### src/rtl/imem_responder_pkg.sv
// rtl/imem_responder_pkg.sv - shared state encoding, constants and LFSR step for the imem responder
package imem_responder_pkg;

  typedef enum logic [1:0] {
    IMEM_IDLE = 2'd0,
    IMEM_WAIT = 2'd1,
    IMEM_RESP = 2'd2
  } imem_state_t;

  localparam logic [1:0] S_IDLE = IMEM_IDLE;
  localparam logic [1:0] S_WAIT = IMEM_WAIT;
  localparam logic [1:0] S_RESP = IMEM_RESP;

  localparam logic [15:0] IMEM_NOP = 16'h0000;

  // Fibonacci taps 8,6,5,4 map to bits 7,5,4,3
  localparam logic [7:0] LFSR_SEED = 8'hA5;
  localparam logic [7:0] LFSR_TAPS = 8'b1011_1000;

  function automatic logic [7:0] lfsr_step(input logic [7:0] v);
    return {v[6:0], ^(v & LFSR_TAPS)};
  endfunction

endpackage

### src/rtl/imem_stall_lfsr.sv
// rtl/imem_stall_lfsr.sv - 8-bit LFSR producing 0..3 extra wait cycles per accepted fetch
import imem_responder_pkg::*;

module imem_stall_lfsr (
  input  logic       i_clock,
  input  logic       i_reset,
  input  logic       i_advance,
  output logic [1:0] o_stall
);

  logic [7:0] r_lfsr;

  always_ff @(posedge i_clock or posedge i_reset) begin
    if (i_reset) begin
      r_lfsr <= LFSR_SEED;
    end else if (i_advance) begin
      r_lfsr <= lfsr_step(r_lfsr);
    end
  end

  // the value before the step applies to the request being accepted
  assign o_stall = r_lfsr[1:0];

endmodule

### src/rtl/imem_responder.sv
// rtl/imem_responder.sv - instruction RAM answering LC3 fetches after a programmable latency
// IMEM_RAND_STALL_EN adds 0..3 LFSR-driven wait cycles per request.
import imem_responder_pkg::*;

module imem_responder #(
  parameter int          ADDR_BITS    = 8,
  parameter int          READ_LATENCY = 2,
  parameter logic [15:0] OOR_INSTR    = IMEM_NOP
) (
  input  logic                 i_clock,
  input  logic                 i_reset,
  input  logic [15:0]          i_pc,
  input  logic                 i_instrmem_rd,
  output logic [15:0]          o_instr_dout,
  output logic                 o_complete_instr,
  input  logic                 i_load_en,
  input  logic [ADDR_BITS-1:0] i_load_addr,
  input  logic [15:0]          i_load_data,
  output logic                 o_busy
);

`ifdef IMEM_RAND_STALL_EN
  localparam int CNT_W = 5;
`else
  localparam int CNT_W = 4;
`endif

  logic [1:0]       r_state;
  logic [15:0]      r_pc_q;
  logic [CNT_W-1:0] r_cnt;
  logic [15:0]      r_dout;
  logic             r_complete;
  logic [15:0]      r_ram [2**ADDR_BITS];

  logic             w_accept;
  logic             w_oor;
  logic [CNT_W-1:0] w_lat_m1;
  logic [15:0]      w_rd_data;

  assign w_accept = (r_state == S_IDLE) && i_instrmem_rd;

`ifdef IMEM_RAND_STALL_EN
  logic [1:0] w_stall;

  imem_stall_lfsr u_stall_lfsr (
    .i_clock   (i_clock),
    .i_reset   (i_reset),
    .i_advance (w_accept),
    .o_stall   (w_stall)
  );

  assign w_lat_m1 = CNT_W'(READ_LATENCY - 1) + CNT_W'(w_stall);
`else
  assign w_lat_m1 = CNT_W'(READ_LATENCY - 1);
`endif

  assign w_oor     = |r_pc_q[15:ADDR_BITS];
  assign w_rd_data = w_oor ? OOR_INSTR : r_ram[r_pc_q[ADDR_BITS-1:0]];

  // no reset here: program loads must land even while reset is held
  always_ff @(posedge i_clock) begin
    if (i_load_en) begin
      r_ram[i_load_addr] <= i_load_data;
    end
  end

  always_ff @(posedge i_clock or posedge i_reset) begin
    if (i_reset) begin
      r_state    <= S_IDLE;
      r_pc_q     <= 16'h0000;
      r_cnt      <= '0;
      r_dout     <= 16'h0000;
      r_complete <= 1'b0;
    end else begin
      r_complete <= 1'b0;
      case (r_state)
        S_IDLE: begin
          if (i_instrmem_rd) begin
            r_pc_q  <= i_pc;
            r_cnt   <= w_lat_m1;
            r_state <= (w_lat_m1 == '0) ? S_RESP : S_WAIT;
          end
        end
        S_WAIT: begin
          r_cnt <= r_cnt - CNT_W'(1);
          if (r_cnt == CNT_W'(1)) begin
            r_state <= S_RESP;
          end
        end
        S_RESP: begin
          // RAM read sees the pre-edge contents, so a colliding load returns old data
          r_dout     <= w_rd_data;
          r_complete <= 1'b1;
          r_state    <= S_IDLE;
        end
        default: r_state <= S_IDLE;
      endcase
    end
  end

  assign o_instr_dout     = r_dout;
  assign o_complete_instr = r_complete;
  assign o_busy           = (r_state != S_IDLE);

endmodule

### config.mk
export PLATFORM = sky130hd
export DESIGN_NAME = imem_responder
export DESIGN_NICKNAME = d
export VERILOG_FILES = /design/src/rtl/imem_responder_pkg.sv /design/src/rtl/imem_stall_lfsr.sv /design/src/rtl/imem_responder.sv
export SDC_FILE = /design/constraint.sdc
export NUM_CORES = 2
export LEC_CHECK = 0
export CAP_MARGIN = 15
export CORE_UTILIZATION = 40
export DETAILED_ROUTE_END_ITERATION = 16
export PLACE_DENSITY = 0.55
export SLEW_MARGIN = 20
export SYNTH_ARGS = -nofsm -noshare
export SYNTH_HDL_FRONTEND = slang
export SYNTH_SLANG_ARGS = --single-unit
### constraint.sdc
create_clock -name i_clock -period 3.05 [get_ports i_clock]
set_input_delay 0.7625 -clock i_clock [delete_from_list [all_inputs] [get_ports i_clock]]
set_output_delay 0.7625 -clock i_clock [all_outputs]
set_load 0.01 [all_outputs]
After elaboration in Yosys (flattened, before gate mapping)
Memory sizes are Yosys's and may differ from the RTL's.
Cells that the tools add are included.
- output and inout port bits: 18
- word-level logic and storage cells: 28
- memories kept: 1
- register bits after elaboration: 39
- latch bits: 0
- input bits: 44
- memory bits (writable): 4096
- memory bits (read-only): 0
- muxes and demuxes: 9
- div/mod/pow operators: 0
- $mul: 0
- shifts and indexed selects: 0
- $add $sub $neg: 1
- equality and inequality tests: 5
- reductions and logical operators: 7
- bitwise logic cells: 0
- $lt $le $gt $ge: 0
- memory list (name ; depth ; width ; rd ports ; clocked after Yosys merged registers in ; write ports ; line ; RTL):
    r_ram ; 256 ; 16 ; 1 ; 0 ; 1 ; imem_responder.sv:33 ; logic [15:0] r_ram [2**ADDR_BITS];
- operators with widths (operator ; count):
    $mux 16 ; 1
    $pmux 4 s2 ; 1
    $reduce_or 8->1 ; 1
    $reduce_and 2->1 ; 3
    $eq 4x1->1 const B ; 1
    $mux 2 ; 2
    $mux 4 ; 1
    $ne 2x2->1 const B ; 2
    $pmux 2 s2 ; 1
    $reduce_bool 2->1 ; 2
    $sub 4x1->4 const B ; 1
    $mux 1 ; 3
    $eq 2x1->1 const B ; 1
    $eq 2x2->1 const B ; 1
    $logic_not 2->1 ; 1

Depth between registers and ports, before layout
- word-level depth: 3
- gate-level depth with buffers: 14
- depth with buffers taken out: 8

Worst setup path before layout
No wires, ideal clock.
- path kind: input port to flip-flop
- from: input port i_load_addr[3]
- to: memory r_ram[235][0] (enable)
- path slack: 122 ps
- stages on the path: 6
- buffers on the path: 3
- arrival time: 2539 ps
- library setup time: 388 ps
- path through: clkbuf_1 -> nor2b_1 -> clkbuf_1 -> nand4_1 -> clkbuf_1 -> nor2_1
- RTL lines (element ; line ; RTL):
    start, declared ; imem_responder.sv:17 ; input logic [ADDR_BITS-1:0] i_load_addr,
    end, declared ; imem_responder.sv:33 ;
Straight into the memory's write port.

Final worst setup path
- from: register r_pc_q[1]
- to: register r_dout[12] (netlist: o_instr_dout[12])
- cells in the longest elaborated chain, start to end: 2
- RTL lines (element ; line ; RTL):
    start, declared ; imem_responder.sv:29 ; logic [15:0] r_pc_q;
    start signal, assigned ; imem_responder.sv:79 ; r_pc_q <= i_pc;
    $mem_v2 256x16 ; - ;
    $mux 16 ; imem_responder.sv:58 ; assign w_rd_data = w_oor ? OOR_INSTR : r_ram[r_pc_q[ADDR_BITS-1:0]];
    end signal, assigned ; imem_responder.sv:92 ; r_dout <= w_rd_data;
    end, declared ; imem_responder.sv:31 ; logic [15:0] r_dout;
Every way passes these cells.
A chain may end at the register's enable or synchronous reset.

==> metrics.log <==
INFO  metric vdd_ir_drop_max = 0.000580 V
INFO  metric period_needed = 3.48 ns
INFO  metric coreArea = 399,000 µm²
INFO  metric timing.max_cap.violations = 0
INFO  metric layout.cells.most_common = edfxtp_1
INFO  metric grt_overflow_total = 0
INFO  metric ant_nets = 0
INFO  metric die_h = 635 µm
INFO  metric syn-instance-count = 7,702
INFO  metric crit_type = register to register
INFO  metric post_synth_instance_area = 161,000 µm²
INFO  metric synth_seq_cells = 4,135
INFO  metric postSynthAreaPerCell = 20.8 µm²
INFO  metric worst_r2r_path_depth = 10
INFO  metric rrSetupSlack = -0.43 ns
INFO  metric final_cell_mix = 4,096 x edfxtp_1, 978 x buf_4, 816 x mux4_2, 468 x mux2i_1, 429 x clkbuf_16
INFO  metric cp.arrival = 4.39 ns
INFO  metric synth_async_sr_flop_share = 0.943%
INFO  metric routed-via-count = 86,900
INFO  metric rr_endpoint = o_instr_dout[12]$_DFFE_PP0P_
INFO  metric power.density = 884 nW/µm²
INFO  metric max_slew.worst_pin.slew = 1.06 ns
INFO  metric fmaxAchievable = 288 MHz
INFO  metric synthesized_nets = 7,748
INFO  metric place.detailed.hpwl = 326 mm
INFO  metric start_util = 40.2%
INFO  metric row_count = 232
INFO  metric number_of_non_filler_instances_in_the_completed_layout = 14,800
INFO  metric critical_path.startpoint_type = register
INFO  metric ys.flop_type = edfxtp_1
INFO  metric outcome = finished, violations left
INFO  metric fp.dieW = 635 µm
INFO  metric largest_cells_by_area_after_synthesis = edfxtp_1 77%, mux4_2 11%, mux2i_1 3.0%
INFO  metric cts_max_path_buffers = 4
INFO  metric first_pass_grt_wire_length = 690 mm
INFO  metric route.detailed.drc = 0
INFO  metric worst_slack_after_detailed_placement = -1.18 ns
INFO  metric yosysSeqAreaShare = 77.2%
INFO  metric r2r_start = r_pc_q[1]$_DFFE_PP0P_
INFO  metric clock_transition_at_the_registers_of_the_reported_paths = 0.07 ns
INFO  metric final_max_slew_viol_count = 0
INFO  metric grt_max_degree = 108
INFO  metric drive_above_1_share = 34.5%
INFO  metric num-nets-final = 9,247
INFO  metric worst-endpoint-required = 3.96 ns
INFO  metric setup_total_negative_slack = -3.48 ns
INFO  metric post_place_cells = 13,900
INFO  metric io-pin-count = 62
INFO  metric netlist.top_cell.by_area = edfxtp_1
INFO  metric synth.lib_cells_used.distinct = 77
INFO  metric post_drt_wl_per_cell = 33.8 µm
INFO  metric input_output_buffers = 61
INFO  metric vias_per_cell = 5.86
INFO  metric detailedRoute.firstIterationViolations = 10,800
INFO  metric first_global_vias = 85,500
INFO  metric setup.worst_path.end_class = register
INFO  metric skew = 0.0635 ns
INFO  metric finalHoldViolCount = 0
INFO  metric static-leakage-power = 64.6 nW
INFO  metric grt_util_all_layers = 24.3%
INFO  metric initial_antenna_violation_count = 34
INFO  metric failed_checks = setup timing
INFO  metric hp-start = i_load_data[8]
INFO  metric number_of_flops_mapped_to_enable_cells_by_yosys = 4,096
INFO  metric hold-path-cell-count = 1
INFO  metric clock_tree.htree_level_count = 5
INFO  metric gp_congestion = 0.944
INFO  metric ctsRootBufferMaster = clkbuf_16
INFO  metric postLayoutSetupSlackWorst = -0.428 ns
INFO  metric cts_hold_buf = 0
INFO  metric fp.dieArea = 404,000 µm²
INFO  metric maxSlewHeadroom = 29.5%
INFO  metric drt_wl_total = 502 mm
INFO  metric cts_sinks = 4,135
INFO  metric ys_warn_count = 0
INFO  metric setup_repair_after_global_routing_missed_its_margin = yes
INFO  metric tritoncts = built
INFO  metric cts_inserted_buffers = 415
INFO  metric power = 175 mW
INFO  metric first_pass_iters = 8
INFO  metric min-delay-path-class = input port to register
INFO  metric setup_viol = 16
INFO  metric hold_path_endpoint = r_ram[105][8]$_DFFE_PP_
INFO  metric area_growth = 23.2%
INFO  metric final_min_period_over_clock_period = 114%
INFO  metric netlist.area_leader.share = 76.6%
INFO  metric timing.critical_path.fanout_max = 22
INFO  metric clk_latency = 1.00 ns
[through the flow]
| stage | hold slack, ns | util, % | instance area [µm²] |
|---|---|---|---|
| 5_1_grt | 0.121 | 49.5 | 198000 |
| 3_5_place_dp | 0.499 | 45.1 | 180000 |
| 4_1_cts | 0.0829 | 49.2 | 196000 |
| 6_report | 0.129 | 49.5 | 198000 |
| 2_1_floorplan | 0.465 | - | 161000 |
| 3_3_place_gp | 0.485 | 45.1 | 180000 |
[critical path, cell delays in order, from the launching register on]
cell and delay, ns:
dfrtp_4 0.53, buf_4 0.23, buf_12 0.22, buf_12 0.23, mux4_2 0.30, nand2_1 0.09, a21oi_1 0.73, o22ai_1 0.38
nor4_1 0.35, a21oi_1 0.13, o21ai_1 0.17
[state kept, by name (all words and copies together), names as in the netlist]
register	flops
r_ram	4096
r_state	2
o_complete_instr	1
r_cnt	4
r_pc_q	16
o_instr_dout	16
[cell families (layout without fill, tap and decap cells)]
logic type | after synthesis | after routing | synth area share [%]
mux | 1335 | 1335 | 14.7
compound gates | 827 | 827 | 3.61
simple gates | 929 | 929 | 2.60
other cells | 0 | 10 | 0
flops | 4135 | 4135 | 77.2
buf+inv | 474 | 2317 | 1.81
fa+ha+maj | 2 | 2 | 0.0156
[worst max-delay path by stage]
stage,startpoint,to,slack (ns),cells after the start
4_1_cts,r_pc_q[0]$_DFFE_PP0P_,o_instr_dout[8]$_DFFE_PP0P_,-0.24,12
5_1_grt,r_pc_q[0]$_DFFE_PP0P_,o_instr_dout[12]$_DFFE_PP0P_,-0.35,13
3_5_place_dp,r_pc_q[0]$_DFFE_PP0P_,o_instr_dout[5]$_DFFE_PP0P_,-1.18,10
2_1_floorplan,i_load_addr[3],r_ram[235][0]$_DFFE_PP_,0.12,6
3_3_place_gp,r_pc_q[0]$_DFFE_PP0P_,o_instr_dout[12]$_DFFE_PP0P_,-1.23,11
6_report,r_pc_q[1]$_DFFE_PP0P_,o_instr_dout[12]$_DFFE_PP0P_,-0.43,10
[area by class of cell]
type                    count  area, µm²
inverters                  13       61.3
multi-input cells        3093      35500
repair buffers           1543      18100
well taps                5265       6590
clock inverters           251       2520
fillers                 32100     202000
diodes                     10       25.0
clock buffers             510      10900
flip-flops and latches   4135     124000
[where the power goes]
group          switching (mW)  leakage, nW  internal [mW]
clock                    21.7         6.58           29.4
sequential              0.304         37.3           62.7
combinational            33.4         20.8           27.3
total                    55.4         64.6            119
[routing by layer]
layer	track usage [%]	wire length (µm)	vias up
met5	0	98	-
met4	9.25	21200	12
met3	3.74	38700	775
met2	38.2	236000	4047
met1	34.3	206000	46700
li1	-	-	35400
[repair_timing]
item / CTS / global route
pin swaps: 72 / 48
setup buffers: 51 / 70
gates cloned: 19 / 8
endpoints found under the hold margin: 0 / 0
setup endpoints to repair: 32 / 17
resized for setup: 333 / 137
[synth_stat cells (72+ instances only)]
| master | instances |
|---|---|
| nand3_1 | 87 |
| buf_6 | 72 |
| edfxtp_1 | 4096 |
| mux4_2 | 816 |
| clkbuf_1 | 173 |
| buf_2 | 121 |
| nor2_1 | 372 |
| o22ai_1 | 167 |
| mux2i_1 | 474 |
| o221ai_1 | 114 |
| nor3_1 | 95 |
| a21oi_1 | 134 |
| a22oi_1 | 76 |
| nand2_1 | 215 |
(Power assumes the default switching activity.)
